[src/rtl/vga_timing_generator.sv]
// VGA timing generator: programmable hsync/vsync timing with a valid/ready pixel
// stream, registered video outputs, and a sticky underflow flag.
module vga_timing_generator #(
  parameter int H_ACT  = 640,
  parameter int H_FP   = 16,
  parameter int H_SYNC = 96,
  parameter int H_BP   = 48,
  parameter int V_ACT  = 480,
  parameter int V_FP   = 11,
  parameter int V_SYNC = 2,
  parameter int V_BP   = 31
) (
  input  logic        pixel_clk,
  input  logic        rst,
  input  logic        en,
  input  logic [23:0] pix_rgb,
  input  logic        pix_valid,
  output logic        pix_ready,
  output logic [7:0]  r,
  output logic [7:0]  g,
  output logic [7:0]  b,
  output logic        hsync,
  output logic        vsync,
  output logic        de,
  output logic        frame_start,
  output logic        underflow,
  input  logic        underflow_clr
);

  localparam int H_TOTAL = H_SYNC + H_BP + H_ACT + H_FP;
  localparam int V_TOTAL = V_SYNC + V_BP + V_ACT + V_FP;

  if (H_TOTAL > 2047 || V_TOTAL > 2047) begin : g_total_check
    $error("vga_timing_generator: H_TOTAL and V_TOTAL must not exceed 2047");
  end
  if (H_ACT == 0 || H_SYNC == 0 || V_ACT == 0 || V_SYNC == 0) begin : g_zero_check
    $error("vga_timing_generator: ACT and SYNC widths must be non-zero");
  end

  localparam logic [10:0] H_LAST     = 11'(H_TOTAL - 1);
  localparam logic [10:0] H_SYNC_END = 11'(H_SYNC);
  localparam logic [10:0] H_ACT_BEG  = 11'(H_SYNC + H_BP);
  localparam logic [10:0] H_ACT_END  = 11'(H_SYNC + H_BP + H_ACT);
  localparam logic [10:0] V_LAST     = 11'(V_TOTAL - 1);
  localparam logic [10:0] V_SYNC_END = 11'(V_SYNC);
  localparam logic [10:0] V_ACT_BEG  = 11'(V_SYNC + V_BP);
  localparam logic [10:0] V_ACT_END  = 11'(V_SYNC + V_BP + V_ACT);

  logic [10:0] h_cnt;
  logic [10:0] v_cnt;
  logic        h_active;
  logic        v_active;
  logic        active;
  logic [23:0] rgb_q;

  // Raster position; disabling parks the raster at the frame origin.
  // NOTE: sequential state uses non-blocking assignments so every register samples pre-edge values.
  always_ff @(posedge pixel_clk or posedge rst) begin
    if (rst) begin
      h_cnt <= '0;
      v_cnt <= '0;
    end else if (!en) begin
      h_cnt <= '0;
      v_cnt <= '0;
    end else if (h_cnt == H_LAST) begin
      h_cnt <= '0;
      v_cnt <= (v_cnt == V_LAST) ? '0 : v_cnt + 11'd1;
    end else begin
      h_cnt <= h_cnt + 11'd1;
    end
  end

  // NOTE: every combinational output gets a value on every path, so no latch is inferred.
  always_comb begin
    h_active = (h_cnt >= H_ACT_BEG) && (h_cnt < H_ACT_END);
    v_active = (v_cnt >= V_ACT_BEG) && (v_cnt < V_ACT_END);
    active   = en && h_active && v_active;
  end

  assign pix_ready = active;

  // Video outputs lag the raster by one cycle; all of them share that single stage.
  always_ff @(posedge pixel_clk or posedge rst) begin
    if (rst) begin
      hsync       <= 1'b1;
      vsync       <= 1'b1;
      de          <= 1'b0;
      rgb_q       <= '0;
      frame_start <= 1'b0;
    end else if (!en) begin
      hsync       <= 1'b1;
      vsync       <= 1'b1;
      de          <= 1'b0;
      rgb_q       <= '0;
      frame_start <= 1'b0;
    end else begin
      hsync       <= !(h_cnt < H_SYNC_END);
      vsync       <= !(v_cnt < V_SYNC_END);
      de          <= active;
      rgb_q       <= (active && pix_valid) ? pix_rgb : '0;
      frame_start <= (h_cnt == '0) && (v_cnt == '0);
    end
  end

  assign {r, g, b} = rgb_q;

  // A new underflow takes priority over a simultaneous clear.
  always_ff @(posedge pixel_clk or posedge rst) begin
    if (rst) begin
      underflow <= 1'b0;
    end else if (active && !pix_valid) begin
      underflow <= 1'b1;
    end else if (underflow_clr) begin
      underflow <= 1'b0;
    end
  end

endmodule

[config.mk]
export PLATFORM = sky130hd
export DESIGN_NAME = vga_timing_generator
export DESIGN_NICKNAME = d
export VERILOG_FILES = /design/src/rtl/vga_timing_generator.sv
export SDC_FILE = /design/constraint.sdc
export NUM_CORES = 1
export LEC_CHECK = 0
export BUFFER_PORTS_ARGS = -buffer_cell sky130_fd_sc_hd__buf_2
export CORE_UTILIZATION = 45
export DETAILED_ROUTE_END_ITERATION = 10
export PLACE_DENSITY = 0.67
export REMOVE_ABC_BUFFERS = 1
export SLEW_MARGIN = 20
export SYNTH_ARGS = -nofsm -noshare
export SYNTH_HDL_FRONTEND = slang
export SYNTH_SLANG_ARGS = --single-unit
[constraint.sdc]
create_clock -name pixel_clk -period 3.78 [get_ports pixel_clk]
set_clock_uncertainty 0.1 [all_clocks]
set_input_delay 0.378 -clock pixel_clk [delete_from_list [all_inputs] [get_ports pixel_clk]]
set_output_delay 0.378 -clock pixel_clk [all_outputs]
set_load 0.05 [all_outputs]
; ---- After elaboration in Yosys (flattened, before gate mapping)
; Cells that the tools add are included.
[op_classes]
add_sub_neg = 2
n_mux = 13
n_reduce_logical = 13
n_lt_le_gt_ge = 6
n_eq_ne = 3
[ops]
columns = op, count
row1 = $mux 11, 5
row2 = $mux 24, 2
row3 = $add 11x1->11 const B, 2
row4 = $eq 11x10->1 const B, 2
row5 = $logic_not 11->1, 2
row6 = $lt 11x10->1 const B, 2
row7 = $ge 11x6->1 const B, 1
row8 = $ge 11x8->1 const B, 1
row9 = $lt 11x2->1 const B, 1
row10 = $lt 11x7->1 const B, 1
row11 = $logic_and 1x1->1, 7
row12 = $mux 1, 6
row13 = $logic_not 1->1, 3
row14 = $ne 2x1->1 const B, 1
row15 = $reduce_bool 2->1, 1
[totals]
elab_cells = 45
out_inout_bits = 30
inputBits = 29
reg_bits = 51

; ---- Depth between registers and ports, before layout
[depth]
depth_word = 7
mapped_depth = 6
depth_no_buf = 5

; ---- Worst setup path before layout
; Ideal clock, no wire load.
[synth_path]
kind = register -> output
from = register v_cnt[0]
to = output port pix_ready
setup_slack_ns = 1.246
path_buffers = 1
required_time_ns = 3.302
t_arrival_ns = 2.056
path_stages_with_launch = 6
path_cell_list = dfrtp_1 > or4_4 > o32ai_2 > o221ai_2 > buf_4 > nor2_2
[synth_between]
elab_chain_cells = 3
elab_cells_between_ends = 4
classes_between = 2 x order compare / 2 x reduce/logical
[synth_lines]
columns = element, line_no
row1 = start: declaration, 50  ; logic [10:0] v_cnt;
row2 = start signal: assignment, 67  ; v_cnt <= (v_cnt == V_LAST) ? '0 : v_cnt + 11'd1;
row3 = $ge 11x6->1 / $lt 11x10->1 (equally long branches), 76  ; v_active = (v_cnt >= V_ACT_BEG) && (v_cnt < V_ACT_END);
row4 = $logic_and 1x1->1 (*), 76
row5 = $logic_and 1x1->1 (*), 77  ; active = en && h_active && v_active;
row6 = end: declaration, 18  ; output logic pix_ready,
; Mark *: on every way between the ends. The rest lies on a longest branch, timed or not.

; ---- Worst setup path after layout
; Same ends and word-level chain as after synthesis.

==> summary.txt <==
Synth
  • Synth top area share: 0.502
  • Post-synthesis async set-or-reset flop share: 1.00
  • Post-synth top area cell: dfrtp_1
  • Mapped Avg Cell Area: 10.4 sq um
  • Mapped Cells: 235
  • FF+latch count, synth: 51
  • Post-synth EDFFs: 0
  • Ys flop type: dfrtp_1
  • Synth top area cells: dfrtp_1 50%, nor3_2 7.4%, nand2_1 4.8%, or3_1 3.3%, nor3_1 2.7%
  • Sequential area share after synthesis: 0.523
  • Yosys warnings: 0
  • Mapped Area: 2440 sq um
  • Post-synth cell types: 40

Power and ir drop
  • Pwr/cell area: 325 nW/um^2
  • Worst IR Drop VDD: 0.204 mV
  • Leakage power: 0.00130 uW
  • Power Total: 932 uW

Clocking
  • CTS hold repair buffers: 0
  • CTS tree: yes
  • CTS root buf: clkbuf_8
  • Worst-path clk slew: 90 ps
  • H-tree depth: 2
  • Worst skew pair latency: 300 ps
  • Longest Clk Path Bufs: 2
  • Cts repair resizes: 0
  • Clk sinks: 51
  • CTS buffer count: 5
  • Number of setup buffers added after CTS: 0

Layout
  • Fillcell total: 472
  • Synth-to-Final Area Change: 17.4%
  • ANT cells: 0
  • NumNets Final: 326
  • Post-route design area: 2870 sq um
  • Fraction of layout cells with a size suffix above 1: 0.329
  • Commonest non-fill, non-tap cell in the layout: buf_2
  • Commonest cells after routing, fill and taps aside: 58 x buf_2, 49 x dfrtp_1, 31 x nand2_1, 18 x nor3_2, 15 x nor2_1

Hold path
  • Hold crit path type: in2async

Critical path
  • CP Class: reg2out
  • Critical path's top delay family: compound AO/OA/AOI/OAI gates
  • WP data required: 3300 ps
  • Critical path origin: v_cnt[0]
  • R2R Path Start: v_cnt[0]
  • Reg2reg path depth: 4
  • Crit path capture type: output port
  • CP Max Fanout: 27
  • Crit path cell chain: or4_4, o32ai_2, o221ai_4, nor2_2, buf_2
  • Crit-path slowest cell: or4_4
  • CP bufs+invs: 1
  • Reg2reg setup slack: 1350 ps
  • Crit path largest cell delay: 570 ps
  • FF-to-FF End: underflow
  • Crit path DAT: 2610 ps
  • CP startpoint kind: register

Die
  • Site Rows: 26
  • Die area: 5730 sq um
  • Die height: 75.7 um
  • I/O pins: 59
  • Starting Density: 0.472
  • Core Region: 5170 sq um
  • Die Width: 75.7 um

Route
  • Vias per cell: 5.25
  • Drt total wl: 4920 um
  • Average routed wire per standard cell: 13.6 um
  • Post-route ant nets: 0
  • 1st-iter DRT viols: 111
  • Number of iterations in the first detailed-routing pass: 4
  • Vias: 1900
  • DRC viols: 0

Global routing
  • Remaining Overflow, GRT: 0
  • Initial antenna violation count: 0
  • Vias in the first global route: 1849
  • Total GRT Usage: 0.198
  • Largest net degree at the start of global routing: 52
  • Global-route wire length before repair: 8420 um

Status
  • Status: complete, no violations

Place
  • DP Area: 2780 sq um
  • Buffers added on ports: 58
  • DP HPWL: 3470 um
  • GPL Wtd Cong: 0.836

STA
  • Final hold slack: 118 ps
  • RSZ-0062 raised after global routing: no
  • # setup viols final: 0
  • Fin. max-slew vios: 0
  • Minimum clock period: 3090 ps
  • Setup TNS Final: 0 ps
  • Slew margin rel.: 0.302
  • Slew @ Worst Pin: 1050 ps
  • Crit share post-route: 0.818
  • Hold Vio Cnt, Final: 0
  • Fmax: 323 MHz

Run
  • MaxCap Viol Count: 0
synth_stat cells (2+ instances only):
library cell,instances
buf_2,2
nor2_1,15
xnor2_1,6
nand4_1,2
a21oi_1,11
or4_1,2
ha_1,5
dfrtp_1,49
and2_1,2
nor2_2,2
xor2_1,2
buf_6,2
nor4_1,2
nand2_1,31
nand3_1,12
o31a_1,2
nor3_1,13
inv_1,10
nor3_2,18
or3_1,13
o31ai_1,2
dfstp_2,2
and4b_1,2
clkbuf_1,4
nand4bb_1,2
o21ai_0,8
metal layers:
metal	GRT usage	share of wire	vias up
met5	0	0	-
met4	0.0638	0.013	0
met3	0.0714	0.073	6
met2	0.311	0.46	57
met1	0.258	0.46	904
li1	-	-	933
metrics by stage:
stage	cells	utilization	setup WS (ps)
final	362	0.554	689
after detailed placement	355	0.537	1020
after global placement	355	0.537	1070
after floorplan	225	-	614
after CTS	362	0.554	672
after global routing	362	0.554	587
worst register-to-register path, delay by kind of cell (launching register included):
family	cells	cell delay, ps
AO/OA/AOI/OAI	3	1200
flip-flops	1	460
AND/OR/NAND/NOR	1	570
flip-flops by register name (all words and copies together) (netlist names):
name         count
de               1
frame_start      1
h_cnt           11
hsync            1
rgb_q           24
underflow        1
v_cnt           11
vsync            1
cell families after synthesis:
logic type,Yosys count,synth area share
and+or+nand+nor,123,0.304
muxes,1,0.00410
AOI/OAI and AO/OA,27,0.0707
adders and majority gates,5,0.0256
xor gates and xnor gates,8,0.0287
DFF,51,0.523
buffers and inverters,20,0.0435
worst max-delay path by stage:
stage                     cells past startpoint  slack [ps]        end
after floorplan                               4         610  pix_ready
after global placement                        5        1070  pix_ready
after detailed placement                      5        1020  pix_ready
after CTS                                     5         670  pix_ready
after global routing                          5         590  pix_ready
final                                         5         690  pix_ready
final cells by class:
class / count / area [sq um] / share of cell area
repair buffers: 60 / 305 / 0.106
multi-input cells: 164 / 1070 / 0.373
flip-flops and latches: 51 / 1280 / 0.446
clock buffers: 6 / 82.6 / 0.0288
inverters: 10 / 38.8 / 0.0135
clock inverters: 1 / 5.00 / 0.00175
well taps: 70 / 87.6 / 0.0305
power by group:
part / leakage (uW) / internal [uW] / switching [uW]
clock: 0.0000470 / 144 / 171
sequential: 0.000702 / 551 / 4.06
combinational: 0.000548 / 19.7 / 42.0
Power figures use the tool's default switching activity.
